**config.mk**
```make
export PLATFORM = sky130hd
export DESIGN_NAME = muldiv_ctrl
export DESIGN_NICKNAME = d
export VERILOG_FILES = /design/src/rtl/muldiv_ctrl.sv
export SDC_FILE = /design/constraint.sdc
export NUM_CORES = 1
export LEC_CHECK = 0
export BUFFER_PORTS_ARGS = -buffer_cell sky130_fd_sc_hd__clkbuf_2
export CORE_ASPECT_RATIO = 1.4
export CORE_UTILIZATION = 55
export DETAILED_ROUTE_END_ITERATION = 16
export PLACE_DENSITY = 0.76
export SKIP_CTS_REPAIR_TIMING = 1
export SLEW_MARGIN = 30
export SYNTH_ARGS = -nofsm -noshare
export SYNTH_HDL_FRONTEND = slang
export SYNTH_SLANG_ARGS = --single-unit
```
**constraint.sdc**
```tcl
create_clock -name clk -period 3.42 [get_ports clk]
set_clock_uncertainty 0.2 [all_clocks]
set_input_delay 0.342 -clock clk [delete_from_list [all_inputs] [get_ports clk]]
set_output_delay 0.342 -clock clk [all_outputs]
set_load 0.02 [all_outputs]
```
**src/rtl/muldiv_ctrl.sv**
```systemverilog
// Iterative multiply/divide sequencer owning the HI/LO pair.
// Shift-add multiply or restoring divide on magnitudes, then a sign fix-up cycle.
module muldiv_ctrl #(
    parameter int unsigned ITERS_PER_CYCLE = 1
) (
    input  logic        clk,
    input  logic        reset,
    input  logic        start,
    input  logic [5:0]  fncode,
    input  logic [31:0] op_a,
    input  logic [31:0] op_b,
    output logic        busy,
    output logic        done,
    output logic [31:0] hi,
    output logic [31:0] lo
);

    localparam int unsigned W     = 32;
    localparam int unsigned N     = W / ITERS_PER_CYCLE;
    localparam int unsigned CNT_W = 5;

    localparam logic [5:0] FN_MULT  = 6'h18;
    localparam logic [5:0] FN_MULTU = 6'h19;
    localparam logic [5:0] FN_DIV   = 6'h1A;
    localparam logic [5:0] FN_DIVU  = 6'h1B;
    localparam logic [5:0] FN_MTHI  = 6'h11;
    localparam logic [5:0] FN_MTLO  = 6'h13;

    typedef enum logic [1:0] {ST_IDLE, ST_RUN, ST_FIX} state_e;

    state_e             state_q, state_d;
    logic [CNT_W-1:0]   cnt_q, cnt_d;
    logic [2*W-1:0]     acc_q, acc_d;
    logic [W-1:0]       b_q, b_d;
    logic               div_q, div_d;
    logic               neg_q, neg_d;
    logic               nega_q, nega_d;
    logic               dz_q, dz_d;
    logic [W-1:0]       hi_q, hi_d;
    logic [W-1:0]       lo_q, lo_d;
    logic               done_q, done_d;

    logic [2*W-1:0]     acc_step;
    logic [2*W-1:0]     fix_res;
    logic               is_signed;
    logic [W-1:0]       abs_a, abs_b;

    // acc = {partial product, remaining multiplier bits}; add into the upper half then shift right
    function automatic logic [2*W-1:0] mul_step(input logic [2*W-1:0] acc, input logic [W-1:0] b);
        logic [W:0] sum;
        sum = {1'b0, acc[2*W-1:W]} + (acc[0] ? {1'b0, b} : (W+1)'(0));
        return {sum, acc[W-1:1]};
    endfunction

    // acc = {remainder, dividend/quotient}; shift left one bit and try to subtract
    function automatic logic [2*W-1:0] div_step(input logic [2*W-1:0] acc, input logic [W-1:0] b);
        logic [W:0]   sh;
        logic [W-1:0] quo;
        sh  = {acc[2*W-1:W], acc[W-1]};
        quo = {acc[W-2:0], 1'b0};
        if (sh >= {1'b0, b}) begin
            return {W'(sh - {1'b0, b}), quo | W'(1)};
        end
        return {sh[W-1:0], quo};
    endfunction

    always_comb begin
        acc_step = acc_q;
        for (int i = 0; i < int'(ITERS_PER_CYCLE); i++) begin
            acc_step = div_q ? div_step(acc_step, b_q) : mul_step(acc_step, b_q);
        end
    end

    always_comb begin
        fix_res = acc_q;
        if (!dz_q) begin
            if (div_q) begin
                fix_res[W-1:0]   = neg_q  ? W'(-acc_q[W-1:0])   : acc_q[W-1:0];
                fix_res[2*W-1:W] = nega_q ? W'(-acc_q[2*W-1:W]) : acc_q[2*W-1:W];
            end else if (neg_q) begin
                fix_res = (2*W)'(-acc_q);
            end
        end
    end

    assign is_signed = (fncode == FN_MULT) || (fncode == FN_DIV);
    assign abs_a     = (is_signed && op_a[W-1]) ? W'(-op_a) : op_a;
    assign abs_b     = (is_signed && op_b[W-1]) ? W'(-op_b) : op_b;

    always_comb begin
        state_d = state_q;
        cnt_d   = cnt_q;
        acc_d   = acc_q;
        b_d     = b_q;
        div_d   = div_q;
        neg_d   = neg_q;
        nega_d  = nega_q;
        dz_d    = dz_q;
        hi_d    = hi_q;
        lo_d    = lo_q;
        done_d  = 1'b0;
        unique case (state_q)
            ST_IDLE: begin
                if (start) begin
                    unique case (fncode)
                        FN_MULT, FN_MULTU, FN_DIV, FN_DIVU: begin
                            div_d  = (fncode == FN_DIV) || (fncode == FN_DIVU);
                            neg_d  = is_signed && (op_a[W-1] ^ op_b[W-1]);
                            nega_d = is_signed && op_a[W-1];
                            cnt_d  = '0;
                            if (div_d && (op_b == '0)) begin
                                dz_d    = 1'b1;
                                acc_d   = {op_a, {W{1'b1}}};
                                state_d = ST_FIX;
                            end else begin
                                dz_d    = 1'b0;
                                acc_d   = {{W{1'b0}}, div_d ? abs_a : abs_b};
                                b_d     = div_d ? abs_b : abs_a;
                                state_d = ST_RUN;
                            end
                        end
                        FN_MTHI: hi_d = op_a;
                        FN_MTLO: lo_d = op_a;
                        default: ;
                    endcase
                end
            end
            ST_RUN: begin
                acc_d = acc_step;
                cnt_d = cnt_q + CNT_W'(1);
                if (cnt_q == CNT_W'(N - 1)) begin
                    state_d = ST_FIX;
                end
            end
            ST_FIX: begin
                hi_d    = fix_res[2*W-1:W];
                lo_d    = fix_res[W-1:0];
                done_d  = 1'b1;
                state_d = ST_IDLE;
            end
            default: state_d = ST_IDLE;
        endcase
    end

    always_ff @(posedge clk) begin
        if (reset) begin
            state_q <= ST_IDLE;
            cnt_q   <= '0;
            acc_q   <= '0;
            b_q     <= '0;
            div_q   <= 1'b0;
            neg_q   <= 1'b0;
            nega_q  <= 1'b0;
            dz_q    <= 1'b0;
            hi_q    <= '0;
            lo_q    <= '0;
            done_q  <= 1'b0;
        end else begin
            state_q <= state_d;
            cnt_q   <= cnt_d;
            acc_q   <= acc_d;
            b_q     <= b_d;
            div_q   <= div_d;
            neg_q   <= neg_d;
            nega_q  <= nega_d;
            dz_q    <= dz_d;
            hi_q    <= hi_d;
            lo_q    <= lo_d;
            done_q  <= done_d;
        end
    end

    assign busy = (state_q != ST_IDLE);
    assign done = done_q;
    assign hi   = hi_q;
    assign lo   = lo_q;

endmodule

```
After elaboration in Yosys (flattened, before gate mapping)
Cells that the tools add are included.
Word-level totals
  register bits: 172
  input port bits: 73
  output and inout bits: 66
  logic and storage cells: 88
Cells by class
  $add $sub $neg: 8
  $lt $le $gt $ge: 1
  equality and inequality tests: 14
  muxes and demuxes: 34
  bitwise operators: 2
  reduce and logical (&&, ||, !) cells: 18
Operator list (number)
  2-to-1 mux 64 bit: 9
  2-to-1 mux 32 bit: 11
  negator 32 bit: 4
  case mux 32 bit (2 select lines): 2
  case mux 64 bit (2 select lines): 1
  negator 64 bit: 1
  == test 6 x 5 -> 1 bit (second input constant): 6
  adder 32 x 32 -> 33 bit: 1
  >= comparator 33 x 32 -> 1 bit: 1
  logical NOT 32 bit: 1
  subtractor 32 bit: 1
  AND reduction 3 bit: 5
  2-to-1 mux 5 bit: 2
  case mux 5 bit (2 select lines): 1
  2-to-1 mux 2 bit: 4
  != test 2 x 1 -> 1 bit (second input constant): 3
  nonzero test 2 bit: 3
  adder 5 x 1 -> 5 bit (second input constant): 1
  == test 5 bit (second input constant): 1
  logical AND 1 bit: 4
  != test 2 bit (second input constant): 2
  case mux 2 bit (2 select lines): 1
  AND reduction 4 bit: 1
  OR reduction 4 bit: 1
  7 further kinds: 10

Depth between registers and ports, before layout
  word-level depth: 9
  mapped depth: 14
  mapped depth without buffers: 13

Worst setup path after synthesis
OpenSTA, ideal clock, no wires.
  kind: register to register
  from: reg acc_q[0]
  to: reg acc_q[61]
  data arrival time: 3110 ps
  data required time: 3091 ps
  path slack: -19 ps
  cell stages (with the launch flop): 14
  cell sequence: dfxtp_1 -> inv_1 -> buf_1 -> nor2_1 -> ha_1 -> a2111o_1 -> a31oi_1 -> o21ai_1 -> a41o_1 -> a41oi_1 -> o31ai_1 -> o2bb2ai_1 -> mux2i_1 -> o31ai_2
On the way
  cells in the longest elaborated chain, start to end: 4
RTL lines
  start, declared: line 33  | logic [2*W-1:0] acc_q, acc_d;
  start signal, assigned: line 149  | acc_q <= '0;
  start signal, assigned: line 161  | acc_q <= acc_d;
  2-to-1 mux 32 bit: line 51  | sum = {1'b0, acc[2*W-1:W]} + (acc[0] ? {1'b0, b} : (W+1)'(0));
  adder 32 x 32 -> 33 bit: line 51
  2-to-1 mux 64 bit: line 70  | acc_step = div_q ? div_step(acc_step, b_q) : mul_step(acc_step, b_q);
  case mux 64 bit (2 select lines): line 102  | unique case (state_q)
Every way passes these cells.
A chain may end at the register's enable or synchronous reset.

Worst setup path after layout
Ends and elaborated chain as after synthesis.

==> flow_metrics.env <==
export IMPL_status="finished with violations"
export IMPL_violations="setup timing"
export IMPL_gp_congestion=1.05
export IMPL_root_buffer="clkbuf_16"
export IMPL_grt_busiest_layer="met2"
export IMPL_holdCritStartpoint="op_a[1]"
export IMPL_async_flop_share=0
export IMPL_wl_per_cell_um=25.4
export IMPL_syn_area_per_cell_um2=7.08
export IMPL_yosysWarnings=0
export IMPL_period_share=1.02
export IMPL_timing_final_ws_setup_ns=-0.0630
export IMPL_drc=0
export IMPL_insertion_delay_ns=0.46
export IMPL_wirelength_um=71300
export IMPL_critPathMaxStageDelay_ns=0.37
export IMPL_r2r_cells=15
export IMPL_grt_usage=0.498
export IMPL_synth_xor_area_share=0.0963
export IMPL_start_util=0.558
export IMPL_cap_viol_max_count=0
export IMPL_syn2layout_area_growth_pct=22.3
export IMPL_crit_arrival_ns=3.63
export IMPL_synth_top_cell_area_share=0.224
export IMPL_yosysMostFrequentCell="nand2_1"
export IMPL_min_period_ns=3.48
export IMPL_synthSimpleGateAreaFrac=0.249
export IMPL_timing_rr_start="acc_q[0]"
export IMPL_cp_max_fo=10
export IMPL_fp_dieW_um=143
export IMPL_cp_end_kind="register"
export IMPL_finalMaxSlewViolations=0
export IMPL_use_met3=0.164
export IMPL_layout_nets=2572
export IMPL_die_h_um=200
export IMPL_synth_ff_type="dfxtp_1"
export IMPL_drive_above_1_share=0.216
export IMPL_htreeDepth=4
export IMPL_synth_mux_area_frac=0.0361
export IMPL_maxSlewHeadroom=0.285
export IMPL_synth_common_cells="nand2_1 (293), nor2_1 (282), a21oi_1 (230), dfxtp_1 (172), clkbuf_1 (129)"
export IMPL_peakVddDrop_uv=367
export IMPL_viasPerCell=6.60
export IMPL_antenna_found_initial=5
export IMPL_synth_top_family_by_area="compound AO/OA/AOI/OAI gates"
export IMPL_dr_total_vias=18500
export IMPL_synth_area_leader_cell="dfxtp_1"
export IMPL_ios=139
export IMPL_reg2reg_slack_ns=-0.06
export IMPL_worst_pin_slew_ns=1.07
export IMPL_p_per_area_nw_per_um2=340
export IMPL_cpMostUsedCell="buf_4"
export IMPL_syn_num_nets=2316
export IMPL_final_setup_viol_count=2
export IMPL_syn_instance_count=2171
export IMPL_synth_seq_cells=172
export IMPL_grt_overflow_total=0
export IMPL_portBuffers=138
export IMPL_finalNonFillerCells=2811
export IMPL_syn_area_um2=15400
export IMPL_met2_usage=0.750
export IMPL_die_area_um2=28600
export IMPL_hold_violations=0
export IMPL_tns_ns=-0.0693
export IMPL_yosysUniqueCellTypes=94
export IMPL_p_leak_nw=7.79
export IMPL_cts_sinks=172
export IMPL_yosysSeqAreaShare=0.224
export IMPL_synth_fa_ha_area_frac=0.0596
export IMPL_cp_required_ns=3.57
export IMPL_synth_compound_area_frac=0.279
export IMPL_worstPathCellList="inv_1, buf_12, buf_4, nor2_1, ha_1, and4_1, o211ai_1, o21ai_2, a41o_1, a41oi_2, buf_4, o31ai_1, o2bb2ai_1, mux2i_1, o31ai_2"
export IMPL_grt_pass1_vias=17100
export IMPL_grt_max_degree=99
export IMPL_hpwl_um=52400
export IMPL_synth_edf_count=0
export IMPL_synth_area_leaders="dfxtp_1 (22%), a21oi_1 (7.5%), nand2_1 (7.2%)"
export IMPL_clkSlewWorstSetupHoldPaths_ns=0.08
export IMPL_grt_pass1_wl_um=103000
export IMPL_cts_buffers=17
export IMPL_grt_util_met1=0.553
export IMPL_hold_end="lo[1]"
export IMPL_fmax_mhz=287
export IMPL_drt_iter0_drc=2226
export IMPL_core_area_um2=27600
export IMPL_dp_slack_ns=-0.265
export IMPL_critPathLaunchType="register"
export IMPL_crit_type="register to register"
export IMPL_cts_tree="done"
export IMPL_slowest_stage="o31ai_1"
export IMPL_r2r_end="acc_q[61]"
export IMPL_min_path_cells=3
export IMPL_cts_buffer_depth=2
export IMPL_antenna_left=0
export IMPL_row_count=72
export IMPL_dr_pass1_iters=6
export IMPL_hp_class="input port to register"
export IMPL_place_inst=2774
-- stage by stage --
step,hold slack [ns],cell area (um^2),power (mW),utilization
final,0.0792,18800,6.38,0.682
after global routing,0.0967,18800,6.54,0.682
after CTS,-0.0600,18500,6.22,0.673
after detailed placement,0.244,17900,4.06,0.650
after global placement,0.241,17900,4.04,0.649
after floorplan,0.232,15400,3.20,-
-- placed cells by master, fill, tap and decap left out, types with 30 or more instances in the layout --
cell type,Yosys,layout
o21ai_1,25,30
dfxtp_1,172,170
nor2_1,282,276
o21ai_0,101,94
xnor2_1,92,92
buf_4,3,247
a311oi_1,45,44
nand2_1,293,292
o31ai_1,32,32
mux2i_1,43,43
a211oi_1,37,32
clkbuf_2,1,137
nor3_1,56,52
a21oi_1,230,225
nand3_1,37,37
xor2_1,77,77
inv_1,63,63
ha_1,70,68
-- worst max path at each step --
| stage | startpoint | to | slack (ns) | cells after the start |
|---|---|---|---|---|
| final | acc_q[0] | acc_q[61] | -0.06 | 15 |
| after global routing | acc_q[0] | acc_q[55] | -0.02 | 16 |
| after CTS | acc_q[0] | acc_q[61] | -0.19 | 14 |
| after detailed placement | op_a[11] | acc_q[26] | -0.27 | 9 |
| after global placement | op_a[11] | b_q[27] | -0.28 | 10 |
| after floorplan | acc_q[0] | acc_q[61] | 0.09 | 13 |
-- cell families (layout without fill, tap and decap cells) --
| kind of cell | after synthesis | count (layout) |
|---|---|---|
| other | 0 | 3 |
| buffers and inverters | 218 | 485 |
| xor gates and xnor gates | 169 | 169 |
| AOI/OAI and AO/OA | 661 | 661 |
| DFF | 172 | 172 |
| adders and majority gates | 72 | 72 |
| and+or+nand+nor | 825 | 825 |
| muxes | 54 | 54 |
-- registers in the layout, indices dropped and copies added, names as in the netlist --
signal,count
nega_q,1
dz_q,1
acc_q,64
b_q,32
done,1
cnt_q,5
hi,32
div_q,1
neg_q,1
state_q,2
lo,32
-- worst max-delay path, delay by kind of cell, from the launching register on --
kind                       cells  cell delay, ns
AOI/OAI and AO/OA              7            1.43
adders and majority gates      1            0.33
buffers and inverters          4            0.54
DFF                            1            0.33
muxes                          1            0.22
and+or+nand+nor                2            0.30
-- power breakdown --
| part | leakage (nW) | total, mW | internal (mW) | switching, mW |
|---|---|---|---|---|
| combinational | 6.09 | 2.09 | 0.841 | 1.25 |
| clock | 0.305 | 2.21 | 1.24 | 0.971 |
| sequential | 1.39 | 2.08 | 2.04 | 0.0388 |
-- routing by layer --
layer  routed length (um)  part of all wire
met5                   75            0.0011
met4                 7580              0.11
met3                 8350              0.12
met2                30900              0.43
met1                24400              0.34
-- layout make-up --
cell class	count	area (um^2)
antenna	3	7.51
clock buffer	17	425
clock inverter	13	203
fill	2481	8770
inverter	63	236
multi-input combinational	1781	11300
sequential	172	3450
tap	370	463
timing repair buffer	392	2690
Power figures use the tool's default switching activity.
